`src/rtl/mac_seq_cu.sv`:
```
// Multiply/accumulate sequencing control unit: walks N operand pairs through
// register-file reads, multiplier wait, and either per-product or summed RAM writes.
module mac_seq_cu #(
  parameter int ADR_W   = 3,
  parameter int RAM_AW  = 4,
  parameter int CNT_W   = 4,
  parameter int MUL_LAT = 1,
  parameter int ST_W    = 4
) (
  input  logic              clk,
  input  logic              reset,
  input  logic              start,
  input  logic              mode,
  input  logic [ADR_W-1:0]  adr1_base,
  input  logic [ADR_W-1:0]  adr2_base,
  input  logic [CNT_W-1:0]  n_pairs,
  input  logic [RAM_AW-1:0] ram_base,
  input  logic              abort,
  output logic [ADR_W-1:0]  rf_adr,
  output logic              w_rf,
  output logic              DA,
  output logic              mul_en,
  output logic              acc_clr,
  output logic              acc_en,
  output logic              w_ram_en,
  output logic [RAM_AW-1:0] w_ram,
  output logic              ram_src,
  output logic              busy,
  output logic              done,
  output logic [ST_W-1:0]   st_out
);

  typedef enum logic [2:0] {
    S_IDLE   = 3'd0,
    S_LOAD_A = 3'd1,
    S_LOAD_B = 3'd2,
    S_MULT   = 3'd3,
    S_WRITE  = 3'd4,
    S_DONE   = 3'd5
  } state_e;

  localparam int WW = (MUL_LAT > 1) ? $clog2(MUL_LAT) : 1;
  localparam logic [WW-1:0] WAIT_LAST = WW'(MUL_LAT - 1);

  state_e            state_q, state_d;
  logic [CNT_W-1:0]  k_q, k_d;
  logic [WW-1:0]     wait_q, wait_d;
  logic              mode_q, mode_d;
  logic [ADR_W-1:0]  a1_q, a1_d;
  logic [ADR_W-1:0]  a2_q, a2_d;
  logic [CNT_W-1:0]  n_q, n_d;
  logic [RAM_AW-1:0] rb_q, rb_d;

  always_ff @(posedge clk or negedge reset) begin
    if (!reset) begin
      state_q <= S_IDLE;
      k_q     <= '0;
      wait_q  <= '0;
      mode_q  <= 1'b0;
      a1_q    <= '0;
      a2_q    <= '0;
      n_q     <= '0;
      rb_q    <= '0;
    end else begin
      state_q <= state_d;
      k_q     <= k_d;
      wait_q  <= wait_d;
      mode_q  <= mode_d;
      a1_q    <= a1_d;
      a2_q    <= a2_d;
      n_q     <= n_d;
      rb_q    <= rb_d;
    end
  end

  // Job parameters are captured once at launch; later input changes are ignored.
  always_comb begin
    state_d = state_q;
    k_d     = k_q;
    wait_d  = wait_q;
    mode_d  = mode_q;
    a1_d    = a1_q;
    a2_d    = a2_q;
    n_d     = n_q;
    rb_d    = rb_q;
    case (state_q)
      S_IDLE: begin
        if (start && !abort) begin
          mode_d  = mode;
          a1_d    = adr1_base;
          a2_d    = adr2_base;
          n_d     = n_pairs;
          rb_d    = ram_base;
          k_d     = '0;
          wait_d  = '0;
          state_d = (n_pairs == '0) ? S_DONE : S_LOAD_A;
        end
      end
      S_LOAD_A: state_d = S_LOAD_B;
      S_LOAD_B: begin
        wait_d  = '0;
        state_d = S_MULT;
      end
      S_MULT: begin
        if (wait_q == WAIT_LAST) begin
          state_d = S_WRITE;
        end else begin
          wait_d = wait_q + WW'(1);
        end
      end
      S_WRITE: begin
        if (k_q == n_q - CNT_W'(1)) begin
          state_d = S_DONE;
        end else begin
          k_d     = k_q + CNT_W'(1);
          state_d = S_LOAD_A;
        end
      end
      S_DONE:  state_d = S_IDLE;
      default: state_d = S_IDLE;
    endcase
    if (abort && (state_q != S_IDLE)) begin
      state_d = S_IDLE;
    end
  end

  // Moore outputs: abort only affects the next state, never the current cycle.
  always_comb begin
    rf_adr   = '0;
    w_rf     = 1'b0;
    DA       = 1'b0;
    mul_en   = 1'b0;
    acc_clr  = 1'b0;
    acc_en   = 1'b0;
    w_ram_en = 1'b0;
    w_ram    = '0;
    ram_src  = 1'b0;
    done     = 1'b0;
    busy     = (state_q != S_IDLE);
    st_out   = ST_W'(state_q);
    case (state_q)
      S_LOAD_A: begin
        rf_adr  = a1_q + ADR_W'(k_q);
        w_rf    = 1'b1;
        acc_clr = mode_q && (k_q == '0);
      end
      S_LOAD_B: begin
        rf_adr = a2_q + ADR_W'(k_q);
        w_rf   = 1'b1;
        DA     = 1'b1;
      end
      S_MULT: mul_en = 1'b1;
      S_WRITE: begin
        if (mode_q) begin
          acc_en = 1'b1;
        end else begin
          w_ram_en = 1'b1;
          w_ram    = rb_q + RAM_AW'(k_q);
        end
      end
      S_DONE: begin
        done = 1'b1;
        if (mode_q && (n_q != '0)) begin
          w_ram_en = 1'b1;
          w_ram    = rb_q;
          ram_src  = 1'b1;
        end
      end
      default: ;
    endcase
  end

endmodule

```
`config.mk`:
```
export PLATFORM = sky130hd
export DESIGN_NAME = mac_seq_cu
export DESIGN_NICKNAME = d
export VERILOG_FILES = /design/src/rtl/mac_seq_cu.sv
export SDC_FILE = /design/constraint.sdc
export NUM_CORES = 1
export LEC_CHECK = 0
export ABC_CLOCK_PERIOD_IN_PS = 3750
export BUFFER_PORTS_ARGS = -buffer_cell sky130_fd_sc_hd__buf_2
export CAP_MARGIN = 10
export CELL_PAD_IN_SITES_DETAIL_PLACEMENT = 1
export CELL_PAD_IN_SITES_GLOBAL_PLACEMENT = 1
export CORE_ASPECT_RATIO = 0.6
export CORE_UTILIZATION = 38
export DETAILED_ROUTE_END_ITERATION = 6
export PLACE_DENSITY = 0.9
export SLEW_MARGIN = 40
export SYNTH_ARGS = -nofsm -noshare
export SYNTH_HDL_FRONTEND = slang
export SYNTH_SLANG_ARGS = --single-unit
```
`constraint.sdc`:
```
create_clock -name clk -period 3.75 [get_ports clk]
set_clock_uncertainty 0.15 [all_clocks]
set_input_delay 0.9375 -clock clk [delete_from_list [all_inputs] [get_ports clk]]
set_output_delay 0.9375 -clock clk [all_outputs]
set_load 0.01 [all_outputs]
```
==> run metrics, run 1 <==
met3 Use GR=~4.7%; PD cells=approximately 450 nW/µm²; worst ir drop on vdd=roughly 0.23 mV; WL per Instance=between 15 and 20 µm; syn nets=190; hold_ws=0.3292 ns; P_int=~0.47 mW; clock insertion delay at the later pin of the skew report=~0.26 ns; busiest layer in global routing=met2; routability-driven placement congestion ratio=0.8222; largest net degree at the start of global routing=23; post-synth top area cell=dfrtp_1; Total GRT Usage=between 15 and 20%; Detailed Route WL=about 3700 µm; vias=roughly 1200; Seq/Total Area, Yosys=slightly below 40%; fmax=between 200 and 300 MHz; max cap viols=0; post-synthesis register bit count=22; IO Port Bufs=37; clock power share=19.3%; Worst EP required=around 2.7 ns; Final setup violation count=0; die span in y=around 49 µm; Synth Cell Area=about 1400 µm²; num ports=39; clk sinks=22; area fraction of the dominant cell type after synthesis=roughly two fifths; M1 GR Usage=roughly 26%; Leakage=just under 0.9 nW; DRC=0; vias in the first global route=about 1200; crit path kind=flip-flop to output pin; crit path DAT=around 2.6 ns; critical path cell sequence=nor3b_4 -> mux2_2 -> ha_1 -> fa_1 -> xnor2_1 -> xnor2_1 -> nor3_1 -> buf_2; TritonCTS Buffers=3; initial detailed-routing violation count=35; Post-Synthesis Cells=161; dpl hpwl=about 2800 µm; switching share of power=roughly 37%; yosys warns=0; final worst-path cycle share=between 90% and 100%; nets=227; CTS tree=done; Clock Tree Root=clkbuf_8; die width=80.61 µm; routing usage on met2=between 30% and 40%; number of cell rows=16; Non-Filler Instances=241; Logic pwr share=36.5%; Cell variety after synth=40; Setup crit end kind=output pin; Area growth, synth to finish=19.54%; Synth area leaders=dfrtp_1 39%, nand2_1 11%, ha_1 7.1%; Worst Hold End=a1_q[2]; total core area=3403 µm²; Reg clk slew, reported paths=roughly 0.07 ns; layout cells sized above 1=26.02%; final slew viol count=0; Slowest cell on crit path=dfrtp_1; drt pass-1 iters=4; fillers=~430; H-tree depth=1; setup tns final=0 ns; Overflow after GRT=0; Net Sw Power=roughly 0.28 mW; fin util=between 40% and 50%; status=completed; minimum clock period=approximately 3.7 ns; R2R Path End=k_q[3]; Reg2Reg Depth=6; Final Hold Viols=0; initial core utilization=approximately two fifths; Hold Path Cell Cnt=2; number of hold buffers added after CTS=0; die area=around 4000 µm²; R2R Path Start=state_q[0]; routed vias/inst=about 5.2; Hold Crit Start=a1_q[2]; sequential share of power=approximately 44%; CP startpoint kind=flip-flop; Max Root-Sink Buffers=2; ANT nets after route=0; CP max FO=4; Hold/Removal Path Class=flip-flop to flip-flop; global-route wire length before repair=5878 µm; Slew headroom=64.55%; CP dominant cell by count=xnor2_1; initial antenna violation count=0; Ant. Diodes=0; Synth Area per Inst=between 8 and 9 µm²; slowest stage delay, CP=roughly 0.42 ns; Slew @ Worst Pin=approximately 0.53 ns; flop-to-flop setup slack=about 1.9 ns; Placed Cells=about 240
[timing repair]
action / 4_1_cts / 5_1_grt
setup endpoints to repair: 0 / 1
resized for setup: 0 / 1
setup buffers: 0 / 0
[through the flow]
stage                     power, mW  instance area (µm²)  worst slack (ns)
after global routing         0.8068                 1684          -0.01762
final                        0.7533                 1684           0.07942
after detailed placement     0.6074                 1637            0.3274
after floorplan              0.5132                 1414            0.2108
after global placement       0.5925                 1637            0.4038
after CTS                    0.7577                 1678           0.02399
[state kept, by name, indices dropped and copies added (netlist names)]
signal and flops:
a1_q 3, mode_q 1, a2_q 3, k_q 4
n_q 4, rb_q 4, state_q 3
[kinds of logic (layout without fill, tap and decap cells)]
| group | count (synthesis) | count (layout) | synth area share [%] |
|---|---|---|---|
| other | 1 | 1 | 0.2662 |
| adders and majority gates | 10 | 10 | 9.947 |
| buffers and inverters | 18 | 53 | 5.861 |
| and+or+nand+nor | 73 | 73 | 23.71 |
| DFF | 22 | 22 | 39.08 |
| muxes | 4 | 4 | 3.019 |
| xor gates and xnor gates | 11 | 11 | 7.904 |
| AOI/OAI and AO/OA | 22 | 22 | 10.21 |
[critical path, delay by kind of cell (launching register included)]
| family | cells | cell delay (ns) |
|---|---|---|
| adder cells (fa/ha/maj) | 2 | 0.57 |
| AND/OR/NAND/NOR | 2 | 0.49 |
| flip-flops | 1 | 0.42 |
| multiplexers | 1 | 0.38 |
| XOR/XNOR | 2 | 0.30 |
| buffers and inverters | 1 | 0.17 |
[routing by layer]
layer,up-vias,share of wire (%)
met4,0,1.3
li1,602,-
met5,-,0
met3,6,4.7
met2,34,46
met1,604,48
[synthesized netlist by cell type, drive strengths merged]
master and instances:
o21bai 1, nand3 3, nor4 3, xnor2 6
a2111oi 1, nand4b 1, nor2b 2, o22ai 1
and3b 1, o32ai 1, mux2 2, xnor3 1
nand2b 1, a31oi 2, xor2 4, and2 3
conb 1, nor3b 1, o21ai 8, mux2i 2
a21oi 4, o211ai 1, fa 2, a22o 2
nand2 42, dfrtp 22, nor2 8, a21o 1
or3 2, inv 9, ha 8, and3 2
clkbuf 4, nor3 4, buf 5
[power groups by stage]
stage | clock network (mW) | logic [mW] | registers [mW]
floorplan | 0 | 0.191 | 0.322
global placement | 0 | 0.260 | 0.332
detailed placement | 0 | 0.271 | 0.336
CTS | 0.149 | 0.277 | 0.331
global route | 0.156 | 0.311 | 0.339
finish | 0.146 | 0.275 | 0.332
[area by class of cell]
cell class | instances | area [µm²] | area share [%]
Multi-Input combinational cell | 121 | 787.0 | 46.73
Sequential cell | 22 | 550.5 | 32.69
Timing Repair Buffer | 41 | 215.2 | 12.78
Tap cell | 45 | 56.30 | 3.343
Clock buffer | 3 | 41.29 | 2.452
Inverter | 9 | 33.78 | 2.006
[how the worst max path moves through the flow]
| stage | to | depth (start not counted) | from | slack [ns] |
|---|---|---|---|---|
| final | rf_adr[2] | 8 | state_q[0] | 0.08 |
| after global routing | rf_adr[2] | 8 | state_q[0] | -0.02 |
| after CTS | rf_adr[2] | 8 | state_q[0] | 0.02 |
| after detailed placement | rf_adr[2] | 8 | state_q[0] | 0.33 |
| after global placement | rf_adr[2] | 8 | state_q[0] | 0.40 |
| after floorplan | rf_adr[2] | 8 | state_q[0] | 0.21 |
[cell usage in the layout, fill, tap and decap left out, types with 2 or more instances in the layout]
| cell type | n |
|---|---|
| a31oi_1 | 2 |
| clkbuf_8 | 3 |
| ha_1 | 8 |
| a21oi_1 | 3 |
| mux2_2 | 2 |
| nor3_1 | 4 |
| nor4_1 | 3 |
| xnor2_1 | 6 |
| o21ai_0 | 7 |
| nor2b_1 | 2 |
| dfrtp_1 | 22 |
| inv_1 | 9 |
| nor2_1 | 8 |
| mux2i_1 | 2 |
| nand2_1 | 42 |
| and2_1 | 3 |
| a22o_1 | 2 |
| nand3_1 | 2 |
| and3_1 | 2 |
| fa_1 | 2 |
| or3_1 | 2 |
| xor2_1 | 4 |
| buf_4 | 4 |
| buf_2 | 37 |
Note: power is estimated with default switching activity, not from simulation.
==> run 2: changes to the inputs <==
Settings changed: ABC_CLOCK_PERIOD_IN_PS 3750 to 3370, CORE_UTILIZATION 38 to 34, PLACE_DENSITY 0.9 to 0.86.
Clock period 3.75 ns to 3.37 ns, I/O delays scaled along.
==> run 2 against run 1 <==
  * Sequential share of layout area down 1.5 points
  * Register-to-register slack got worse by 0.43 ns
  * Wire length increased by 7.7%
  * Non-clock buffer count grew 4
  * Worst hold slack improved by 0.0090 ns
  * Critical path type unchanged
  * Global-route usage is 0.099 points higher
  * Count of clock-buffer cells in the layout unchanged
  * Cell count increased by 2.9%
  * Critical endpoint unchanged
==> run metrics, run 2 (synthesis gave the netlist of run 1 again) <==
status=completed; Overflow after GRT=0 (unchanged); Final setup violation count=0 (unchanged); crit path kind=flip-flop to output pin; worst ir drop on vdd=0.2573 mV (+13%); dpl hpwl=3006 µm (+9.3%); Final Instance Area=1764 µm² (+4.8%); initial antenna violation count=0 (unchanged); IO Port Bufs=37 (unchanged); layout cells sized above 1=29.35% (+3.3 points); fmax=around 300 MHz; die width=85.11 µm (+5.6%); hold_ws=0.3382 ns (+0.008959 ns); clk sinks=22 (unchanged); final slew viol count=0 (unchanged); routed vias/inst=5.048 (-2.4%); initial core utilization=37.00% (-4.4 points); vias in the first global route=1252 (+0.48%); Total Power=0.9467 mW (+26%); TritonCTS Buffers=3 (unchanged); CP max FO=2 (-2); number of cell rows=17 (+1); setup slack after layout=0.05963 ns (-0.01979 ns); Ant. Diodes=0 (unchanged); Non-Filler Instances=248 (+2.9%); dpl cell area=1658 µm² (+1.3%); pre-CTS setup slack=0.1413 ns (-0.1861 ns); biggest registers after layout=k_q (4), n_q (4), rb_q (4); Clock Tree Root=clkbuf_8; total core area=3807 µm² (+12%); nets=231 (+1.8%); number of hold buffers added after CTS=0 (unchanged); vias=1252 (+0.48%); initial detailed-routing violation count=61 (+74%); num ports=39 (unchanged); Reg clk slew, reported paths=0.08 ns (about the same); final worst-path cycle share=just under 100%; max cap viols=0 (unchanged); fin util=46.34% (-3.1 points); global-route wire length before repair=6396 µm (+8.8%); setup tns final=0 ns (unchanged); Worst EP required=2.38 ns (-0.28 ns); Leakage=0.9135 nW (+4.4%); Max Root-Sink Buffers=2 (unchanged); fillers=469 (+9.8%); drt pass-1 iters=4 (unchanged); Slew headroom=62.76% (-1.8 points); PD cells=536.6 nW/µm² (+20%); routability-driven placement congestion ratio=0.8026 (-2.4%); die area=4414 µm² (+11%); Area growth, synth to finish=25.22%; Detailed Route WL=3960 µm (+7.7%); most common cell after layout, fill and taps aside=nand2_1; Setup crit end kind=output pin; Final Hold Viols=0 (unchanged); Total GRT Usage=19.85% (+0.099 points); die span in y=51.86 µm (+5.5%); leading cell types in the layout, fill and taps excluded=42 x nand2_1, 37 x buf_2, 22 x dfrtp_1; clock insertion delay at the later pin of the skew report=0.27 ns (about the same); ANT nets after route=0 (unchanged); CP startpoint kind=flip-flop; Placed Cells=241 (+1.3%); CTS tree=done; DRC=0 (unchanged); crit path DAT=2.32 ns (-0.26 ns); Hold/Removal Path Class=flip-flop to flip-flop; H-tree depth=1 (unchanged); WL per Instance=15.97 µm (+4.7%); Slew @ Worst Pin=0.5535 ns (+0.02169 ns); minimum clock period=around 3.3 ns; RSZ-0062 raised after global routing=yes; largest net degree at the start of global routing=23 (unchanged)
==> run 2: cell types whose count changed in the layout (fill, tap and decap cells not counted), sizes merged <==
cell	change
buf	+4
bufinv	+1
==> run 2: metal layers <==
| layer | share of wire, % | track usage, % |
|---|---|---|
| met3 | 5.1 | 4.444 |
| met5 | 0 | 0 |
| met1 | 49 | 26.44 |
| met4 | 0.48 | 2.542 |
| met2 | 45 | 34.27 |
==> run 2: where the power goes <==
group | switching, mW | leakage, nW | total (mW) | internal (mW)
combinational | 0.181 | 0.596 | 0.324 | 0.144
sequential | 0.0532 | 0.282 | 0.371 | 0.318
clock | 0.0924 | 0.0357 | 0.251 | 0.159
==> run 2: worst paths after layout <==
check | startpoint | endpoint | slack, ns | cells past startpoint
max in group asynchronous | reset | rb_q[3] | 2.34 | 1
max reg2reg | state_q[0] | a1_q[2] | 1.43 | 5
max | state_q[0] | rf_adr[2] | 0.06 | 8
min in group asynchronous | reset | state_q[0] | 0.39 | 1
min | a1_q[0] | a1_q[0] | 0.34 | 2
min reg2reg | a1_q[0] | a1_q[0] | 0.34 | 2
==> run 2: final cells by class <==
| class | instances | area [µm²] | share of cell area [%] |
|---|---|---|---|
| well taps | 47 | 58.81 | 3.333 |
| flip-flops and latches | 22 | 550.5 | 31.21 |
| clock inverters | 1 | 30.03 | 1.702 |
| clock buffers | 3 | 41.29 | 2.340 |
| multi-input cells | 121 | 804.5 | 45.60 |
| inverters | 9 | 33.78 | 1.915 |
| repair buffers | 45 | 245.2 | 13.90 |
==> run 2: what timing repair did <==
item	4_1_cts	5_1_grt
resized for setup	2	2
setup buffers	2	1
setup endpoints to repair	1	1
pin swaps	3	2
==> run 2: critical path, cell delays in order (launching register included) <==
cell     delay (ns)
dfrtp_1        0.42
nor3b_4        0.26
mux2_4         0.32
ha_2           0.18
fa_2           0.34
xnor2_1        0.14
xnor2_1        0.20
nor3_2         0.05
buf_2          0.14
